$ cat config.mk
export PLATFORM = sky130hd
export DESIGN_NAME = exc_sequencer
export DESIGN_NICKNAME = d
export VERILOG_FILES = /design/src/rtl/exc_sequencer.sv
export SDC_FILE = /design/constraint.sdc
export NUM_CORES = 1
export LEC_CHECK = 0
export BUFFER_PORTS_ARGS = -buffer_cell sky130_fd_sc_hd__buf_2
export CAP_MARGIN = 10
export CORE_AREA = 2 2 111 113
export CTS_CLUSTER_DIAMETER = 30
export CTS_CLUSTER_SIZE = 10
export DETAILED_ROUTE_END_ITERATION = 10
export DIE_AREA = 0 0 113 115
export PLACE_DENSITY_LB_ADDON = 0.12
export SYNTH_ARGS = -nofsm -noshare
export SYNTH_HDL_FRONTEND = slang
export SYNTH_SLANG_ARGS = --single-unit
$ cat constraint.sdc
create_clock -name clk -period 1.4 [get_ports clk]
set_input_delay 0.07 -clock clk [delete_from_list [all_inputs] [get_ports clk]]
set_output_delay 0.07 -clock clk [all_outputs]
set_load 0.03 [all_outputs]
$ cat src/rtl/exc_sequencer.sv
// Exception sequencer: fixed-priority arbitration, EPC write, vector-byte fetch, PC load.
// Optional statistics (per-cause counters, drop strobe) are built when EXC_STATS_EN is defined.
`timescale 1ns/1ps
module exc_sequencer #(
   parameter logic [31:0] VEC_OPCODE = 32'd253,
   parameter logic [31:0] VEC_OVF    = 32'd254,
   parameter logic [31:0] VEC_DIV0   = 32'd255,
   parameter int          MEM_LAT    = 1
) (
   input  logic        clk,
   input  logic        reset,
   input  logic        exc_opcode_i,
   input  logic        exc_ovf_i,
   input  logic        exc_div0_i,
   input  logic [31:0] epc_value_i,
   input  logic [31:0] mem_data_i,
   output logic [31:0] mem_addr_o,
   output logic        mem_rd_o,
   output logic        epc_we_o,
   output logic [31:0] epc_data_o,
   output logic        pc_load_o,
   output logic [31:0] pc_data_o,
   output logic        hold_o,
   output logic        ack_o,
`ifdef EXC_STATS_EN
   output logic [7:0]  cnt_opcode_o,
   output logic [7:0]  cnt_ovf_o,
   output logic [7:0]  cnt_div0_o,
   output logic        drop_o,
`endif
   output logic [1:0]  cause_o
);

   // An out-of-range latency is treated as a single-cycle memory.
   localparam int         LAT_EFF  = (MEM_LAT < 1 || MEM_LAT > 15) ? 1 : MEM_LAT;
   localparam logic [3:0] LAT_INIT = 4'(LAT_EFF - 1);

   typedef enum logic [2:0] {IDLE, SAVE, READ, LOAD, DONE} state_t;

   state_t      state;
   logic [31:0] vecReg;
   logic [3:0]  latCnt;
   logic        anyReq;
   logic [1:0]  winCause;
   logic [31:0] winVec;
   logic        unusedMemBits;

   assign unusedMemBits = ^mem_data_i[31:8];
   assign anyReq        = exc_opcode_i | exc_ovf_i | exc_div0_i;

   always_comb begin
      winCause = 2'b00;
      winVec   = 32'd0;
      if (exc_opcode_i) begin
         winCause = 2'b01;
         winVec   = VEC_OPCODE;
      end else if (exc_ovf_i) begin
         winCause = 2'b10;
         winVec   = VEC_OVF;
      end else if (exc_div0_i) begin
         winCause = 2'b11;
         winVec   = VEC_DIV0;
      end
   end

   always_ff @(posedge clk or negedge reset) begin
      if (!reset) begin
         state      <= IDLE;
         vecReg     <= 32'd0;
         latCnt     <= 4'd0;
         mem_addr_o <= 32'd0;
         mem_rd_o   <= 1'b0;
         epc_we_o   <= 1'b0;
         epc_data_o <= 32'd0;
         pc_load_o  <= 1'b0;
         pc_data_o  <= 32'd0;
         hold_o     <= 1'b0;
         ack_o      <= 1'b0;
         cause_o    <= 2'b00;
      end else begin
         epc_we_o  <= 1'b0;
         pc_load_o <= 1'b0;
         ack_o     <= 1'b0;
         case (state)
            IDLE: begin
               if (anyReq) begin
                  state      <= SAVE;
                  hold_o     <= 1'b1;
                  epc_we_o   <= 1'b1;
                  epc_data_o <= epc_value_i;
                  cause_o    <= winCause;
                  vecReg     <= winVec;
               end
            end
            SAVE: begin
               state      <= READ;
               mem_rd_o   <= 1'b1;
               mem_addr_o <= vecReg;
               latCnt     <= LAT_INIT;
            end
            READ: begin
               if (latCnt == 4'd0) begin
                  state     <= LOAD;
                  pc_load_o <= 1'b1;
                  pc_data_o <= {24'd0, mem_data_i[7:0]};
               end else begin
                  latCnt <= latCnt - 4'd1;
               end
            end
            LOAD: begin
               state    <= DONE;
               mem_rd_o <= 1'b0;
               ack_o    <= 1'b1;
            end
            DONE: begin
               state      <= IDLE;
               hold_o     <= 1'b0;
               mem_addr_o <= 32'd0;
               pc_data_o  <= 32'd0;
            end
            default: begin
               state  <= IDLE;
               hold_o <= 1'b0;
            end
         endcase
      end
   end

`ifdef EXC_STATS_EN
   function automatic logic [7:0] satInc(input logic [7:0] v);
      return (v == 8'hFF) ? v : v + 8'd1;
   endfunction

   // Counters follow the arbitration result at the moment a request is accepted.
   always_ff @(posedge clk or negedge reset) begin
      if (!reset) begin
         cnt_opcode_o <= 8'd0;
         cnt_ovf_o    <= 8'd0;
         cnt_div0_o   <= 8'd0;
         drop_o       <= 1'b0;
      end else begin
         drop_o <= anyReq && hold_o && (state != DONE);
         if (state == IDLE && anyReq) begin
            case (winCause)
               2'b01:   cnt_opcode_o <= satInc(cnt_opcode_o);
               2'b10:   cnt_ovf_o    <= satInc(cnt_ovf_o);
               2'b11:   cnt_div0_o   <= satInc(cnt_div0_o);
               default: ;
            endcase
         end
      end
   end
`endif

endmodule

==> impl_metrics.toml <==
[run_status]
status = "complete, but fails checks"
violations = "design-rule violations, negative setup slack"

[synth]
synth_top_area_share_pct = 49.9
synthCells = 235
syn-cell-area_mm2 = 0.00291
yosysTopAreaCell = "dfrtp_1"
synth_cell_types = 36
synth_edf_count = 0
yosys_warnings = 0
synth_seq_area_share_pct = 49.9
synth-seq-cells = 58
async_flop_share_pct = 100
syn_avg_cell_area_um2 = 12.4
synth.area.top_cells = "dfrtp_1 (50%), buf_4 (14%), mux2_4 (13%), mux2i_1 (3.4%), mux2_2 (2.3%)"
synth_ff_type = "dfrtp_1"

[drt]
first_pass_iters = 7
wirelength_um = 6800
vias = 2093
first_iter_violations = 51
route.detailed.drc = 9
ant_nets = 0
avgRoutedWirePerCell_um = 12.4
drt-vias-per-instance = 3.82

[power]
p_per_area_mw_per_mm2 = 2610
fin_total_pwr_w = 0.0114
ir_drop_v = 0.000922
leakage_nw = 2.28

[critical_path]
cp_top_family = "flip-flops"
ff2ff_setup_slack_ps = -90
slowest_stage = "dfrtp_2"
crit_path_start_kind = "flop"
r2r_end = "epc_data_o[5]"
arrival_ps = 1710
cp_slowest_stage_delay_ps = 430
crit_chain = "nor3_4, o21a_4, buf_16, mux2_4"
worstSetupPathType = "reg2reg"
setup.worst_path.end_class = "flop"
worstRegToRegCells = 4
crit_path_max_fanout = 12
crit_required_ps = 1610
r2r-start = "state[2]"
path_buf_inv = 1

[floorplan]
die_h_um = 115
row_count = 40
die-area_mm2 = 0.0130
die_w_um = 113
start_util_pct = 24.6
ioPinCount = 172
coreArea_mm2 = 0.0118

[clock_network]
clkTransAtPathRegs_ps = 50
ctsHtreeMaxLevel = 3
cts_num_sinks = 58
numCtsBuffers = 9
clockBufferDepth = 2
cts_tree = "yes"
clkLatencyLatePin_ps = 330
cts-root-buf = "clkbuf_16"

[timing]
rsz0062_at_grt = "true"
finalMaxSlewViolations = 0
postLayoutSetupSlackWorst_ps = -93.5
setup_viol = 41
fmax_mhz = 670
fin_skew_ps = 3.95
min_period_ps = 1490
period_share_pct = 107
tns_ps = -2710
hold_violations = 0

[layout]
synthToLayoutAreaGrowth_pct = 49.5
multi_input_area_mm2 = 0.00116
fin_util_pct = 36.8
nets = 466
nFillCells = 1149
regArea_mm2 = 0.00145
layout-drive-gt1-share_pct = 46.6
diodes = 0
fin_area_mm2 = 0.00435

[global_routing]
grt_pass1_wl_um = 10400
grt_max_degree = 59
grt_pass1_vias = 2029
track_usage_pct = 10.3
antenna_found_initial = 0
grt-ovfl-total = 0

[min_path]
hold_start = "exc_ovf_i"
hold_end = "cause_o[0]"
worstHoldPathType = "in2reg"
whs_path_depth = 3

[placement]
dpl_cell_area_mm2 = 0.00342
gp_congestion = 0.701
port_buffers = 99
hpwl_um = 4210

[run]
max_cap_violations = 0
[power breakdown]
| group | total (W) | switching [W] | internal, W | leakage [nW] |
|---|---|---|---|---|
| sequential | 0.00295 | 0.000475 | 0.00248 | 0.692 |
| clock | 0.00224 | 0.000781 | 0.00146 | 0.151 |
| combinational | 0.00617 | 0.00343 | 0.00275 | 1.43 |
| total | 0.0114 | 0.00468 | 0.00669 | 2.28 |
[sequential cells by signal, indices dropped and copies added (netlist names)]
| signal | count |
|---|---|
| mem_addr_o | 3 |
| vecReg | 2 |
| pc_load_o | 1 |
| pc_data_o | 8 |
| mem_rd_o | 1 |
| latCnt | 4 |
| ack_o | 1 |
| state | 3 |
| epc_data_o | 32 |
| hold_o | 1 |
| cause_o | 1 |
| epc_we_o | 1 |
[metrics by stage]
step                      instances  hold slack (ps)  setup slack, ps
after floorplan                 282             -226             -112
after global placement          481              109             -136
after detailed placement        481              112             -123
after CTS                       546             84.6             -111
after global routing            548              106             -126
final                           548              111            -93.5
[worst reg2reg max path, cell delays in order (launching register included)]
cell	delay, ps
dfrtp_2	430
nor3_4	220
o21a_4	240
buf_16	180
mux2_4	310
[synth_stat cells (2+ instances only)]
cell      count
inv_1        14
mux2i_1      10
buf_12        2
dfrtp_1      58
a21o_1        2
clkbuf_1      2
a21oi_1       5
and3_1        2
o311ai_0      2
mux2_2        6
nand2_1      16
a22oi_1       3
o21ai_0       6
mux2_4       26
or3b_2        2
buf_2         3
nor2_1        3
buf_4        55
[what timing repair did]
item                                    in CTS  in global routing
hold buffers                                42                  0
pin swaps                                    8                  3
setup buffers                                5                  1
cloned                                       2                  1
resized for setup                           13                 18
endpoints found under the hold margin      100                  0
endpoints found under the setup margin      44                 49
[how the worst max path moves through the flow]
stage                     end      from  depth (start not counted)
2_1_floorplan   epc_data_o[0]  state[1]                          5
3_3_place_gp   epc_data_o[22]  state[1]                          4
3_5_place_dp   epc_data_o[19]  state[2]                          4
4_1_cts        epc_data_o[22]  state[2]                          4
5_1_grt        epc_data_o[25]  state[2]                          4
6_report        epc_data_o[5]  state[2]                          4
[routing by layer]
layer	global-route usage (%)	vias to the layer above	routed length (µm)
met4	4.39	0	54
li1	-	997	-
met2	16.3	88	3320
met1	13.0	1004	2980
met3	3.48	4	437
met5	0	-	0
[placed cells by master, fill, tap and decap left out, types with 3 or more instances in the layout]
cell           count
inv_1             14
dfrtp_1           57
mux2i_1           10
clkinv_2           3
mux2_4            32
a21oi_1            4
buf_6              4
clkbuf_16         10
buf_2             99
dlygate4sd3_1     42
o21ai_1            4
buf_4             17
nand2_1           16
conb_1            48
a22oi_2            3
[cell type report]
type | instances | area share, %
inverters | 14 | 1.21
flip-flops and latches | 58 | 33.4
multi-input cells | 146 | 26.7
repair buffers | 167 | 27.5
clock inverters | 5 | 1.21
clock buffers | 11 | 5.81
well taps | 147 | 4.23
[kinds of logic after synthesis]
family	Yosys count	share of synthesized area, %
xor+xnor	1	0.301
simple gates	33	6.37
buf+inv	78	19.1
mux	42	19.2
flops	58	49.9
fa+ha+maj	1	0.430
other cells	1	0.129
compound gates	21	4.65
No activity file was read; power rests on OpenSTA's default activity.
